===== src/rtl/flash_audio_pkg.sv =====
// ============================================================================
// Module : flash_audio_pkg
// Brief  : Shared state encoding and slot sizing helpers for the flash audio
//          streamer and its address generator.
// Rev    : 1.0  initial release
// ============================================================================
`default_nettype none

package flash_audio_pkg;

    localparam int DEF_DATA_W   = 32;
    localparam int DEF_SAMPLE_W = 16;
    localparam int DEF_ADDR_W   = 23;

    typedef enum logic [2:0] {
        ST_IDLE      = 3'd0,
        ST_FETCH     = 3'd1,
        ST_WAIT_DATA = 3'd2,
        ST_READY     = 3'd3,
        ST_DONE      = 3'd4
    } state_t;

    function automatic int slot_count(input int data_w, input int sample_w);
        return data_w / sample_w;
    endfunction

    // A single-slot word still needs a one-bit slot register.
    function automatic int slot_width(input int n);
        return (n > 1) ? $clog2(n) : 1;
    endfunction

endpackage

`default_nettype wire


===== src/rtl/flash_addr_gen.sv =====
// ============================================================================
// Module : flash_addr_gen
// Brief  : Flash word-address register with up/down step, window wrap and an
//          end-of-window flag for the playback controller.
// Rev    : 1.0  initial release
// ============================================================================
`default_nettype none

module flash_addr_gen #(
    parameter int                ADDR_W     = 23,
    parameter logic [ADDR_W-1:0] START_ADDR = '0,
    parameter logic [ADDR_W-1:0] END_ADDR   = '1
) (
    input  logic              clk,
    input  logic              rst,
    input  logic              i_rewind,
    input  logic              i_step,
    input  logic              i_dir,
    input  logic              i_loop,
    output logic [ADDR_W-1:0] o_addr,
    output logic              o_end_of_window
);

    localparam logic [ADDR_W-1:0] c_addr_one = ADDR_W'(1);

    logic [ADDR_W-1:0] r_addr;
    logic              w_at_edge;

    // Next step in the requested direction would leave the window.
    assign w_at_edge       = i_dir ? (r_addr == START_ADDR) : (r_addr == END_ADDR);
    assign o_end_of_window = w_at_edge & ~i_loop;
    assign o_addr          = r_addr;

    always_ff @(posedge clk or posedge rst) begin
        if (rst) begin
            r_addr <= START_ADDR;
        end else if (i_rewind) begin
            r_addr <= i_dir ? END_ADDR : START_ADDR;
        end else if (i_step && !o_end_of_window) begin
            if (w_at_edge) begin
                r_addr <= i_dir ? END_ADDR : START_ADDR;
            end else if (i_dir) begin
                r_addr <= r_addr - c_addr_one;
            end else begin
                r_addr <= r_addr + c_addr_one;
            end
        end
    end

endmodule

`default_nettype wire


===== src/rtl/flash_audio_streamer.sv =====
// ============================================================================
// Module : flash_audio_streamer
// Brief  : Reads packed audio words from flash one at a time and plays their
//          sample slots forward or reverse on a level-sensitive sample tick.
// Rev    : 1.0  initial release
// ============================================================================
`default_nettype none

module flash_audio_streamer
    import flash_audio_pkg::*;
#(
    parameter int                DATA_W     = DEF_DATA_W,
    parameter int                SAMPLE_W   = DEF_SAMPLE_W,
    parameter int                ADDR_W     = DEF_ADDR_W,
    parameter logic [ADDR_W-1:0] START_ADDR = '0,
    parameter logic [ADDR_W-1:0] END_ADDR   = '1
) (
    input  logic                clk,
    input  logic                rst,
    input  logic                sample_tick,
    input  logic                play,
    input  logic                reverse,
    input  logic                loop,
    input  logic                restart,
    output logic                flsh_read,
    output logic [ADDR_W-1:0]   flsh_address,
    output logic [DATA_W/8-1:0] flsh_byteenable,
    input  logic                flsh_waitrequest,
    input  logic [DATA_W-1:0]   flsh_readdata,
    input  logic                flsh_readdatavalid,
    output logic [SAMPLE_W-1:0] audio_out,
    output logic                audio_enable,
    output logic                done,
    output logic                underrun
);

    localparam int                  c_n         = slot_count(DATA_W, SAMPLE_W);
    localparam int                  c_slot_w    = slot_width(c_n);
    localparam logic [c_slot_w-1:0] c_last_slot = c_slot_w'(c_n - 1);
    localparam logic [c_slot_w-1:0] c_slot_one  = c_slot_w'(1);

    state_t                r_state;
    state_t                w_next;
    logic [DATA_W-1:0]     r_word;
    logic [c_slot_w-1:0]   r_slot;
    logic                  r_dir;
    logic                  r_restart_pend;
    logic [SAMPLE_W-1:0]   r_audio_out;
    logic                  r_audio_enable;
    logic                  r_underrun;
    logic                  w_rewind;
    logic                  w_capture;
    logic                  w_consume;
    logic                  w_step;
    logic                  w_last_slot;
    logic                  w_end_of_window;
    logic                  w_busy;
    logic [SAMPLE_W-1:0]   w_sample;
    logic [SAMPLE_W-1:0]   w_slots [c_n];

    for (genvar gi = 0; gi < c_n; gi++) begin : g_slots
        assign w_slots[gi] = r_word[gi*SAMPLE_W +: SAMPLE_W];
    end

    assign w_sample    = w_slots[r_slot];
    assign w_last_slot = r_dir ? (r_slot == '0) : (r_slot == c_last_slot);
    assign w_busy      = (r_state == ST_FETCH) || (r_state == ST_WAIT_DATA);

    flash_addr_gen #(
        .ADDR_W     (ADDR_W),
        .START_ADDR (START_ADDR),
        .END_ADDR   (END_ADDR)
    ) u_addr_gen (
        .clk             (clk),
        .rst             (rst),
        .i_rewind        (w_rewind),
        .i_step          (w_step),
        .i_dir           (reverse),
        .i_loop          (loop),
        .o_addr          (flsh_address),
        .o_end_of_window (w_end_of_window)
    );

    always_ff @(posedge clk or posedge rst) begin
        if (rst) begin
            r_state <= ST_IDLE;
        end else begin
            r_state <= w_next;
        end
    end

    always_comb begin
        w_next    = r_state;
        w_rewind  = 1'b0;
        w_capture = 1'b0;
        w_consume = 1'b0;
        w_step    = 1'b0;
        case (r_state)
            ST_IDLE: begin
                if (restart) begin
                    w_rewind = 1'b1;
                end else if (play) begin
                    w_next = ST_FETCH;
                end
            end
            ST_FETCH: begin
                if (!flsh_waitrequest) begin
                    w_next = ST_WAIT_DATA;
                end
            end
            ST_WAIT_DATA: begin
                // A restart seen during the read throws the returned word away.
                if (flsh_readdatavalid) begin
                    if (r_restart_pend || restart) begin
                        w_rewind = 1'b1;
                        w_next   = ST_IDLE;
                    end else begin
                        w_capture = 1'b1;
                        w_next    = ST_READY;
                    end
                end
            end
            ST_READY: begin
                if (restart) begin
                    w_rewind = 1'b1;
                    w_next   = ST_IDLE;
                end else if (sample_tick && play) begin
                    w_consume = 1'b1;
                    if (w_last_slot) begin
                        w_step = 1'b1;
                        w_next = w_end_of_window ? ST_DONE : ST_FETCH;
                    end
                end
            end
            ST_DONE: begin
                if (restart) begin
                    w_rewind = 1'b1;
                    w_next   = ST_IDLE;
                end
            end
            default: w_next = ST_IDLE;
        endcase
    end

    always_ff @(posedge clk or posedge rst) begin
        if (rst) begin
            r_word         <= '0;
            r_slot         <= '0;
            r_dir          <= 1'b0;
            r_restart_pend <= 1'b0;
            r_audio_out    <= '0;
            r_audio_enable <= 1'b0;
            r_underrun     <= 1'b0;
        end else begin
            r_audio_enable <= w_consume;
            if (w_consume) begin
                r_audio_out <= w_sample;
                r_slot      <= r_dir ? (r_slot - c_slot_one) : (r_slot + c_slot_one);
            end
            if (w_capture) begin
                r_word <= flsh_readdata;
                r_dir  <= reverse;
                r_slot <= reverse ? c_last_slot : '0;
            end
            if (w_rewind) begin
                r_word <= '0;
                r_slot <= '0;
            end
            if (w_rewind) begin
                r_restart_pend <= 1'b0;
            end else if (restart && w_busy) begin
                r_restart_pend <= 1'b1;
            end
            if (w_busy && sample_tick && play) begin
                r_underrun <= 1'b1;
            end
        end
    end

    assign flsh_read       = (r_state == ST_FETCH);
    assign flsh_byteenable = '1;
    assign audio_out       = r_audio_out;
    assign audio_enable    = r_audio_enable;
    assign done            = (r_state == ST_DONE);
    assign underrun        = r_underrun;

endmodule

`default_nettype wire


===== config.mk =====
export PLATFORM = sky130hd
export DESIGN_NAME = flash_audio_streamer
export DESIGN_NICKNAME = d
export VERILOG_FILES = /design/src/rtl/flash_audio_pkg.sv /design/src/rtl/flash_addr_gen.sv /design/src/rtl/flash_audio_streamer.sv
export SDC_FILE = /design/constraint.sdc
export NUM_CORES = 1
export LEC_CHECK = 0
export CORE_MARGIN = 3
export CORE_UTILIZATION = 60
export DETAILED_ROUTE_END_ITERATION = 8
export DONT_BUFFER_PORTS = 1
export PLACE_DENSITY = 0.76
export SYNTH_ARGS = -nofsm -noshare
export SYNTH_HDL_FRONTEND = slang
export SYNTH_SLANG_ARGS = --single-unit

===== constraint.sdc =====
create_clock -name clk -period 4.6 [get_ports clk]
set_input_delay 1.38 -clock clk [delete_from_list [all_inputs] [get_ports clk]]
set_output_delay 1.38 -clock clk [all_outputs]
set_load 0.01 [all_outputs]

After elaboration in Yosys (flattened, before gate mapping)
Index checks and enable logic that the tools add are counted.
Widths: inputs -> output; s select.
{"block": "totals", "reg_bits": 79, "word_cells": 90}
{"block": "op_classes", "n_reduce_logical": 16, "n_addsub": 4, "n_lt_le_gt_ge": 1, "bitwise_logic": 4, "eq_ne": 12, "muxes": 44}
{"op": "$mux 23", "count": 5}
{"op": "$mux 32", "count": 2}
{"op": "$mux 16", "count": 3}
{"op": "$mux 3", "count": 9}
{"op": "$add 23x1->23 const B", "count": 1}
{"op": "$eq 23x23->1 const B", "count": 1}
{"op": "$logic_not 23->1", "count": 1}
{"op": "$sub 23x1->23 const B", "count": 1}
{"op": "$mux 1", "count": 22}
{"op": "$pmux 3 s5", "count": 1}
{"op": "$ne 2x2->1 const B", "count": 5}
{"op": "$reduce_and 7->1", "count": 1}
{"op": "$eq 3x2->1 const B", "count": 2}
{"op": "$ne 3x3->1 const B", "count": 2}
{"op": "$reduce_bool 2->1", "count": 3}
{"op": "$logic_and 1x1->1", "count": 5}
{"op": "$eq 3x1->1 const B", "count": 1}
{"op": "$eq 3x3->1 const B", "count": 1}
{"op": "$logic_not 3->1", "count": 1}
{"op": "$reduce_bool 3->1", "count": 1}
{"op": "$reduce_or 3->1", "count": 1}
{"op": "$ge 2x2->1 const B", "count": 1}
{"op": "$logic_or 1x1->1", "count": 2}
{"op": "$mux 2", "count": 1}
{"op": "7 further kinds", "count": 8}

Longest topological paths before layout
Gate-level depths: netlist (run 1).
{"block": "depth", "word_depth": 9, "mapped_depth": 10, "ltp_nobuf": 8}

Modules after synthesis
From an unflattened synthesis (run 1), not the netlist that was laid out.
{"block": "hier_totals", "cells_unflattened": 561, "hier_area_um2": 4899.7}
{"module": "flash_audio_streamer", "instances": 1, "cells_each": 272, "area_each_um2": 2565.0}
{"module": "flash_addr_gen", "instances": 1, "cells_each": 289, "area_each_um2": 2334.7}

Least setup slack after synthesis (run 1)
OpenSTA, ideal clock, no wires.
{"block": "synth_timing", "kind": "input to register", "startpoint": "input reverse", "endpoint": "register u_addr_gen.r_addr[21], in the netlist u_addr_gen.o_addr[21]", "t_arrival_ns": 3.218, "cell_stages": 8, "required_ns": 4.523, "slack_ns": 1.305, "n_path_buf": 0, "setup_time_ns": 0.077, "cell_sequence": "ha_1 > a21o_1 > a21o_1 > a221oi_1 > o31ai_2 > nor3b_1 > mux2_2 > a21oi_1"}
{"block": "synth_between", "elab_chain_cells": 5, "word_cells_on_any_way": 10}
{"element": "start: declaration", "line": "flash_audio_streamer.sv:22", "rtl": "input logic reverse,"}
{"element": "$mux 1", "line": "flash_addr_gen.sv:30", "rtl": "assign w_at_edge = i_dir ? (r_addr == START_ADDR) : (r_addr == END_ADDR);"}
{"element": "$and 1x1->1", "line": "flash_addr_gen.sv:31", "rtl": "assign o_end_of_window = w_at_edge & ~i_loop;"}
{"element": "$logic_not 1->1", "line": "flash_addr_gen.sv:39", "rtl": "end else if (i_step && !o_end_of_window) begin"}
{"element": "$logic_and 1x1->1", "line": "flash_addr_gen.sv:39"}
{"element": "$reduce_bool 2->1 (no source line)"}
{"element": "end signal: assignment", "line": "flash_addr_gen.sv:38", "rtl": "r_addr <= i_dir ? END_ADDR : START_ADDR;"}
{"element": "end signal: assignment", "line": "flash_addr_gen.sv:41", "rtl": "r_addr <= i_dir ? END_ADDR : START_ADDR;"}
{"element": "end signal: assignment", "line": "flash_addr_gen.sv:43", "rtl": "r_addr <= r_addr - c_addr_one;"}
{"element": "end: declaration", "line": "flash_addr_gen.sv:26", "rtl": "logic [ADDR_W-1:0] r_addr;"}
Several ways; a longest one is shown, not always the timed one. The select of a mux whose other input is x is not followed.
A chain may end at the register's enable or synchronous reset.

Worst setup path after layout (run 1)
{"block": "layout_timing", "startpoint": "input reverse", "endpoint": "register u_addr_gen.r_addr[16], in the netlist u_addr_gen.o_addr[16]"}
Same word-level chain as after synthesis.

==> run metrics, run 1 <==
Final period util=68.8%; hold wc startpoint=r_word[2]$_DFFE_PP0P_; unrepaired setup endpoints after global routing=no; Fmax achieved=316 MHz; required time at the worst-slack endpoint=4800 ps; top routing layer in use=met4; hold slack=524 ps; clock transition at the register clock pins on the worst setup and hold paths after CTS=80 ps; Port Buffers=0; sum of overflow across all layers after global routing=0; via density per instance=6.37; number of resized instances in the post-cts repair step=0; placed inst area=4850 um^2; most common flop cell mapped by yosys=sky130_fd_sc_hd__dfrtp_1; H-tree lvl count=3; vias in the first global route=3845; post-layout instance area=5070 um^2; antenna diode count=0; Buf+Inv Stages, Crit Path=0; Crit Path Class=in2reg; I/O pin count=88; number of post-CTS setup repair buffers=0; leakage power=2.10 nW; synth top area cells=sky130_fd_sc_hd__dfrtp_1, sky130_fd_sc_hd__a21oi_1, sky130_fd_sc_hd__nand2_1; Met2 Routed Length=5430 um; register area share after synthesis=41.0%; dominant combinational cell family by area after synthesis=compound AO/OA/AOI/OAI gates; core box area=7770 um^2; utilization after layout=65.3%; top cell type by total area after synthesis=sky130_fd_sc_hd__dfrtp_1; fraction of layout cells with a size suffix above 1=7.14%; die boundary height=95.7 um; # rows=32; CTS sink count=79; aggregate global-route resource usage=26.8%; number of library cell types mapped by synthesis=63; Yosys warning total=0; CTS Buffer Depth=2; maximum number of pins on one net before global-route repair=62; final setup fails=0; Slowest-stage cell, CP=sky130_fd_sc_hd__fa_1; per-cell routed wire length=18.4 um; net count of the finished layout=604; share of the synthesized area in the top cell type=41.0%; maximum ir drop on the vdd rail=359 uV; run status=finished, final reports clean; crit end category=register; Detail Placement HPWL=8510 um; FF+latch count, synth=79; startpoint class of the critical path=input pin; Synth Area in Adders=5.86%; 1st-iter DRT viols=327; first-pass GRT wire length=19200 um; Post-CTS Hold Buffers=0; DRC Markers=0; total area of multi-input combinational cells=2670 um^2; weighted congestion at the end of routability-driven global placement=0.919; DIE AREA=9150 um^2; Antenna Violating Nets Remaining=0; sequential cell area in the final layout=1980 um^2; number of synthesized flops with an enable pin=0; clock latency on the worst-skew pair=340 ps; total vias in the final route=4126; share of flip-flops with an asynchronous set or reset=100%; worst slew margin relative to its limit=30.5%; largest fanout on the critical path=28; CP peak stage delay=440 ps; final-layout setup total negative slack=0 ps; compound-cell area share of the yosys netlist=21.7%; count of placed standard cells including taps=632; list of cells traversed by the critical path=fa_1 > a21o_1 > a221oi_2 > or4_4 > nand2_2 > a31oi_1 > xor2_1 > o311ai_2; worst-case clock skew=4.96 ps; area growth from synthesis to layout=5.11%; power density of the placed cells=695 nW/um^2; XOR/XNOR Fraction of Synth Area=3.45%; number of standard cells in the final layout excluding fillers=648; number of max-slew violations in the final report=0; Post-Syn Area per Cell=8.67 um^2; data arrival time at the worst-slack endpoint=3370 ps; worst r2r src=r_state[1]$_DFFE_PP0P_; HP Class=reg2reg; effective utilization at floorplan=62.1%; aggregate routed wire length=11900 um; kind of cell with the highest combined delay on the critical path=compound AO/OA/AOI/OAI gates; root buffer cell=sky130_fd_sc_hd__clkbuf_8; synthesized netlist cell count=556; slew at the pin closest to its max-slew limit=1040 ps; multiplexer share of the synthesized area=4.00%; number of antenna violations at the first check in global routing=0; netlist area before placement=4820 um^2; Post-Synth Simple-Gate Area=19.7%; Final Hold Fails=0; Layout fillers=677; TritonCTS buffer count=9; die boundary width=95.7 um; Critical Path Start=reverse; Max-cap violations=0; met1 wire length=5180 um; sum of met3 wire segment lengths after detailed routing=1040 um; shortest period the worst path allows=3170 ps; first-pass iteration count of the detailed router=7; TritonCTS clock tree=done
-- worst paths after layout --
path	slack [ps]	cells after the start	endpoint
hold reg to reg	520	2	r_word[2]$_DFFE_PP0P_
max in group asynchronous	2670	2	r_word[19]$_DFFE_PP0P_
min in group asynchronous	1140	1	u_addr_gen.o_addr[7]$_DFFE_PP0P_
hold / removal	520	2	r_word[2]$_DFFE_PP0P_
setup reg to reg	1620	6	u_addr_gen.o_addr[19]$_DFFE_PP0P_
setup / recovery	1430	8	u_addr_gen.o_addr[16]$_DFFE_PP0P_
-- power breakdown --
part	internal (mW)	leakage [nW]	total, mW	switching [mW]
sequential	0.925	0.985	1.32	0.394
combinational	0.671	1.01	1.63	0.956
clock	0.310	0.107	0.575	0.265
-- cell type report --
| class | count | area share (%) |
|---|---|---|
| flip-flops and latches | 79 | 39.0 |
| repair buffers | 5 | 0.741 |
| inverters | 10 | 0.765 |
| clock inverters | 6 | 1.85 |
| multi-input cells | 436 | 52.6 |
| well taps | 102 | 2.52 |
| clock buffers | 10 | 2.52 |
-- synthesized netlist by cell type (4+ instances only) --
cell / n
sky130_fd_sc_hd__a21o_1: 11
sky130_fd_sc_hd__a21oi_1: 85
sky130_fd_sc_hd__nand3_1: 5
sky130_fd_sc_hd__inv_1: 10
sky130_fd_sc_hd__o21ai_0: 13
sky130_fd_sc_hd__a31oi_1: 6
sky130_fd_sc_hd__o22a_1: 7
sky130_fd_sc_hd__xnor2_1: 8
sky130_fd_sc_hd__buf_2: 10
sky130_fd_sc_hd__nor2_1: 53
sky130_fd_sc_hd__o21ai_1: 5
sky130_fd_sc_hd__and3_1: 6
sky130_fd_sc_hd__mux2i_1: 17
sky130_fd_sc_hd__buf_4: 7
sky130_fd_sc_hd__nand4_1: 11
sky130_fd_sc_hd__nand2_1: 93
sky130_fd_sc_hd__buf_1: 5
sky130_fd_sc_hd__nor4_1: 8
sky130_fd_sc_hd__xor2_1: 11
sky130_fd_sc_hd__nor3_1: 8
sky130_fd_sc_hd__a221oi_1: 4
sky130_fd_sc_hd__dfrtp_1: 79
sky130_fd_sc_hd__ha_1: 21
sky130_fd_sc_hd__a211oi_1: 4
sky130_fd_sc_hd__clkbuf_1: 12
-- placed cells by master (no fill, tap or decap), types with 6 or more instances in the layout --
| cell type | n |
|---|---|
| sky130_fd_sc_hd__xnor2_1 | 8 |
| sky130_fd_sc_hd__o21ai_0 | 13 |
| sky130_fd_sc_hd__nor4_1 | 8 |
| sky130_fd_sc_hd__a31oi_1 | 6 |
| sky130_fd_sc_hd__inv_1 | 9 |
| sky130_fd_sc_hd__nand4_1 | 11 |
| sky130_fd_sc_hd__o22a_1 | 7 |
| sky130_fd_sc_hd__ha_1 | 21 |
| sky130_fd_sc_hd__mux2i_1 | 17 |
| sky130_fd_sc_hd__dfrtp_1 | 79 |
| sky130_fd_sc_hd__a21oi_1 | 85 |
| sky130_fd_sc_hd__a21o_1 | 11 |
| sky130_fd_sc_hd__and3_1 | 6 |
| sky130_fd_sc_hd__nor3_1 | 8 |
| sky130_fd_sc_hd__nand2_1 | 93 |
| sky130_fd_sc_hd__xor2_1 | 11 |
| sky130_fd_sc_hd__clkbuf_8 | 9 |
| sky130_fd_sc_hd__nor2_1 | 53 |
-- registers in the layout, indices dropped and copies added, names as in the netlist --
signal             flops
r_restart_pend         1
r_dir                  1
r_slot                 1
underrun               1
r_state                3
r_word                32
audio_enable           1
audio_out             16
u_addr_gen.o_addr     23
-- worst min-delay path, cell delays in order (launching register included) --
cell and delay [ps]:
sky130_fd_sc_hd__dfrtp_1 380, sky130_fd_sc_hd__nand2_1 60, sky130_fd_sc_hd__a21oi_1 50
-- per-stage QoR --
stage          power [mW]  setup WS (ps)
2_1_floorplan        2.54           1200
3_3_place_gp         2.89           1090
3_5_place_dp         2.93           1090
4_1_cts              3.52           1450
5_1_grt              3.80           1320
6_report             3.52           1430
-- cells by family (layout without fill, tap and decap cells) --
| kind of cell | after synthesis | after routing |
|---|---|---|
| multiplexers | 19 | 19 |
| AND/OR/NAND/NOR | 207 | 207 |
| other | 1 | 4 |
| XOR/XNOR | 19 | 19 |
| adder cells (fa/ha/maj) | 22 | 22 |
| buffers and inverters | 44 | 31 |
| flip-flops | 79 | 79 |
| AO/OA/AOI/OAI | 165 | 165 |
-- layer usage --
layer	global-route usage [%]	up-vias
met1	38.7	1989
met4	8.65	0
li1	-	1950
met2	39.2	166
met5	0	-
met3	6.87	21
No activity file was read; power rests on OpenSTA's default activity.
==> run 2: changes to the inputs <==
==> constraint.sdc (replaced) <==
create_clock -name clk -period 2.95 [get_ports clk]
set_input_delay 0.885 -clock clk [delete_from_list [all_inputs] [get_ports clk]]
set_output_delay 0.885 -clock clk [all_outputs]
set_load 0.01 [all_outputs]
==> run 2 against run 1 <==
Net effect:
- worst hold slack worse by 59 ps
- largest power group unchanged
- routed wire length down 0.94%
- critical path type is now reg2reg
- count of clock-buffer cells in the layout unchanged
- via count down 0.15%
- flip-flop and latch count unchanged
==> run metrics, run 2 (synthesized netlist as in run 1, its figures left out) <==
run status=finished, final reports clean; Slowest-stage cell, CP=sky130_fd_sc_hd__dfrtp_1; Buf+Inv Stages, Crit Path=0; unrepaired setup endpoints after global routing=no; core box area=7770 um^2; fraction of layout cells with a size suffix above 1=9.79%; DIE AREA=9150 um^2; die boundary width=95.7 um; Max-cap violations=0; Design Power=5.57 mW; Port Buffers=0; HP Class=in2async; hold slack=465 ps; count of placed standard cells including taps=648; maximum number of pins on one net before global-route repair=39; CTS sink count=79; Detail Placement HPWL=8560 um; top routing layer in use=met4; slew at the pin closest to its max-slew limit=634 ps; largest fanout on the critical path=7; aggregate routed wire length=11800 um; per-cell routed wire length=17.8 um; CP peak stage delay=530 ps; setup slack at placement=108 ps; final critical-path setup slack=401 ps; area growth from synthesis to layout=7.58%; required time at the worst-slack endpoint=3230 ps; aggregate global-route resource usage=26.8%; final-layout setup total negative slack=0 ps; worst-case clock skew=9.00 ps; via density per instance=6.20; utilization after layout=66.8%; Post-CTS Hold Buffers=0; final setup fails=0; number of standard cells in the final layout excluding fillers=664; number of resized instances in the post-cts repair step=0; post-layout instance area=5190 um^2; clock latency on the worst-skew pair=350 ps; total vias in the final route=4120; most common cell after layout, fill and taps aside=sky130_fd_sc_hd__nand2_1; vias in the first global route=3834; Fmax achieved=392 MHz; Crit Path Class=reg2reg; TritonCTS clock tree=done; number of max-slew violations in the final report=0; number of post-CTS setup repair buffers=0; # rows=32; sum of overflow across all layers after global routing=0; Antenna Violating Nets Remaining=0; CTS Buffer Depth=2; data arrival time at the worst-slack endpoint=2830 ps; effective utilization at floorplan=62.1%; Layout fillers=648; first-pass iteration count of the detailed router=7; clock transition at the register clock pins on the worst setup and hold paths after CTS=90 ps; crit end category=register; startpoint class of the critical path=register; number of antenna violations at the first check in global routing=0; die boundary height=95.7 um; slack of the worst reg-to-reg path=400 ps; sum of met3 wire segment lengths after detailed routing=936 um; Met2 Routed Length=5360 um; leakage power=2.18 nW; shortest period the worst path allows=2550 ps; 1st-iter DRT viols=237; worst slew margin relative to its limit=57.7%; placed inst area=4970 um^2; root buffer cell=sky130_fd_sc_hd__clkbuf_8; maximum ir drop on the vdd rail=563 uV; net count of the finished layout=620; Final period util=86.4%; I/O pin count=88; H-tree lvl count=3; kind of cell with the highest combined delay on the critical path=compound AO/OA/AOI/OAI gates; TritonCTS buffer count=9; most flop-heavy register=r_word; weighted congestion at the end of routability-driven global placement=1.01; first-pass GRT wire length=19100 um; Final Hold Fails=0; DRC Markers=0; top library cells by usage in the layout, fill and taps aside=sky130_fd_sc_hd__nand2_1, sky130_fd_sc_hd__a21oi_1, sky130_fd_sc_hd__dfrtp_1; antenna diode count=0; max reg flops=32; list of cells traversed by the critical path=fa_1 > a21o_1 > a221oi_2 > nand2_1 > a21oi_1 > or4_1 > nand4_1 > a31oi_1; met1 wire length=5360 um; power density of the placed cells=1070 nW/um^2
run 2: power by group:
part / leakage [nW] / internal, mW / switching (mW) / total, mW
combinational: 1.09 / 1.12 / 1.53 / 2.65
sequential: 0.985 / 1.44 / 0.551 / 2.00
clock: 0.104 / 0.483 / 0.432 / 0.916
total: 2.18 / 3.05 / 2.52 / 5.57
run 2: layout make-up:
type	count	area [um^2]	area share (%)
clock inverter	6	92.6	1.78
timing repair buffer	21	158	3.04
inverter	10	38.8	0.748
clock buffer	10	128	2.46
tap	102	128	2.46
multi-input combinational	436	2670	51.4
sequential	79	1980	38.1
run 2: routing by layer:
metal / global-route usage (%) / up-vias
li1: - / 1991
met1: 39.0 / 1984
met2: 40.1 / 131
met3: 6.00 / 14
met4: 7.23 / 0
met5: 0 / -
run 2: path summary, 6_finish.rpt:
path	start	to	cells after the start
worst max register to register	u_addr_gen.o_addr[0]$_DFFE_PP0P_	u_addr_gen.o_addr[20]$_DFFE_PP0P_	8
worst min register to register	r_word[23]$_DFFE_PP0P_	r_word[23]$_DFFE_PP0P_	2
worst min-delay path	rst	audio_out[7]$_DFFE_PP0P_	1
min in group clk	r_word[23]$_DFFE_PP0P_	r_word[23]$_DFFE_PP0P_	2
max in group asynchronous	rst	r_word[28]$_DFFE_PP0P_	2
worst max-delay path	u_addr_gen.o_addr[0]$_DFFE_PP0P_	u_addr_gen.o_addr[20]$_DFFE_PP0P_	8
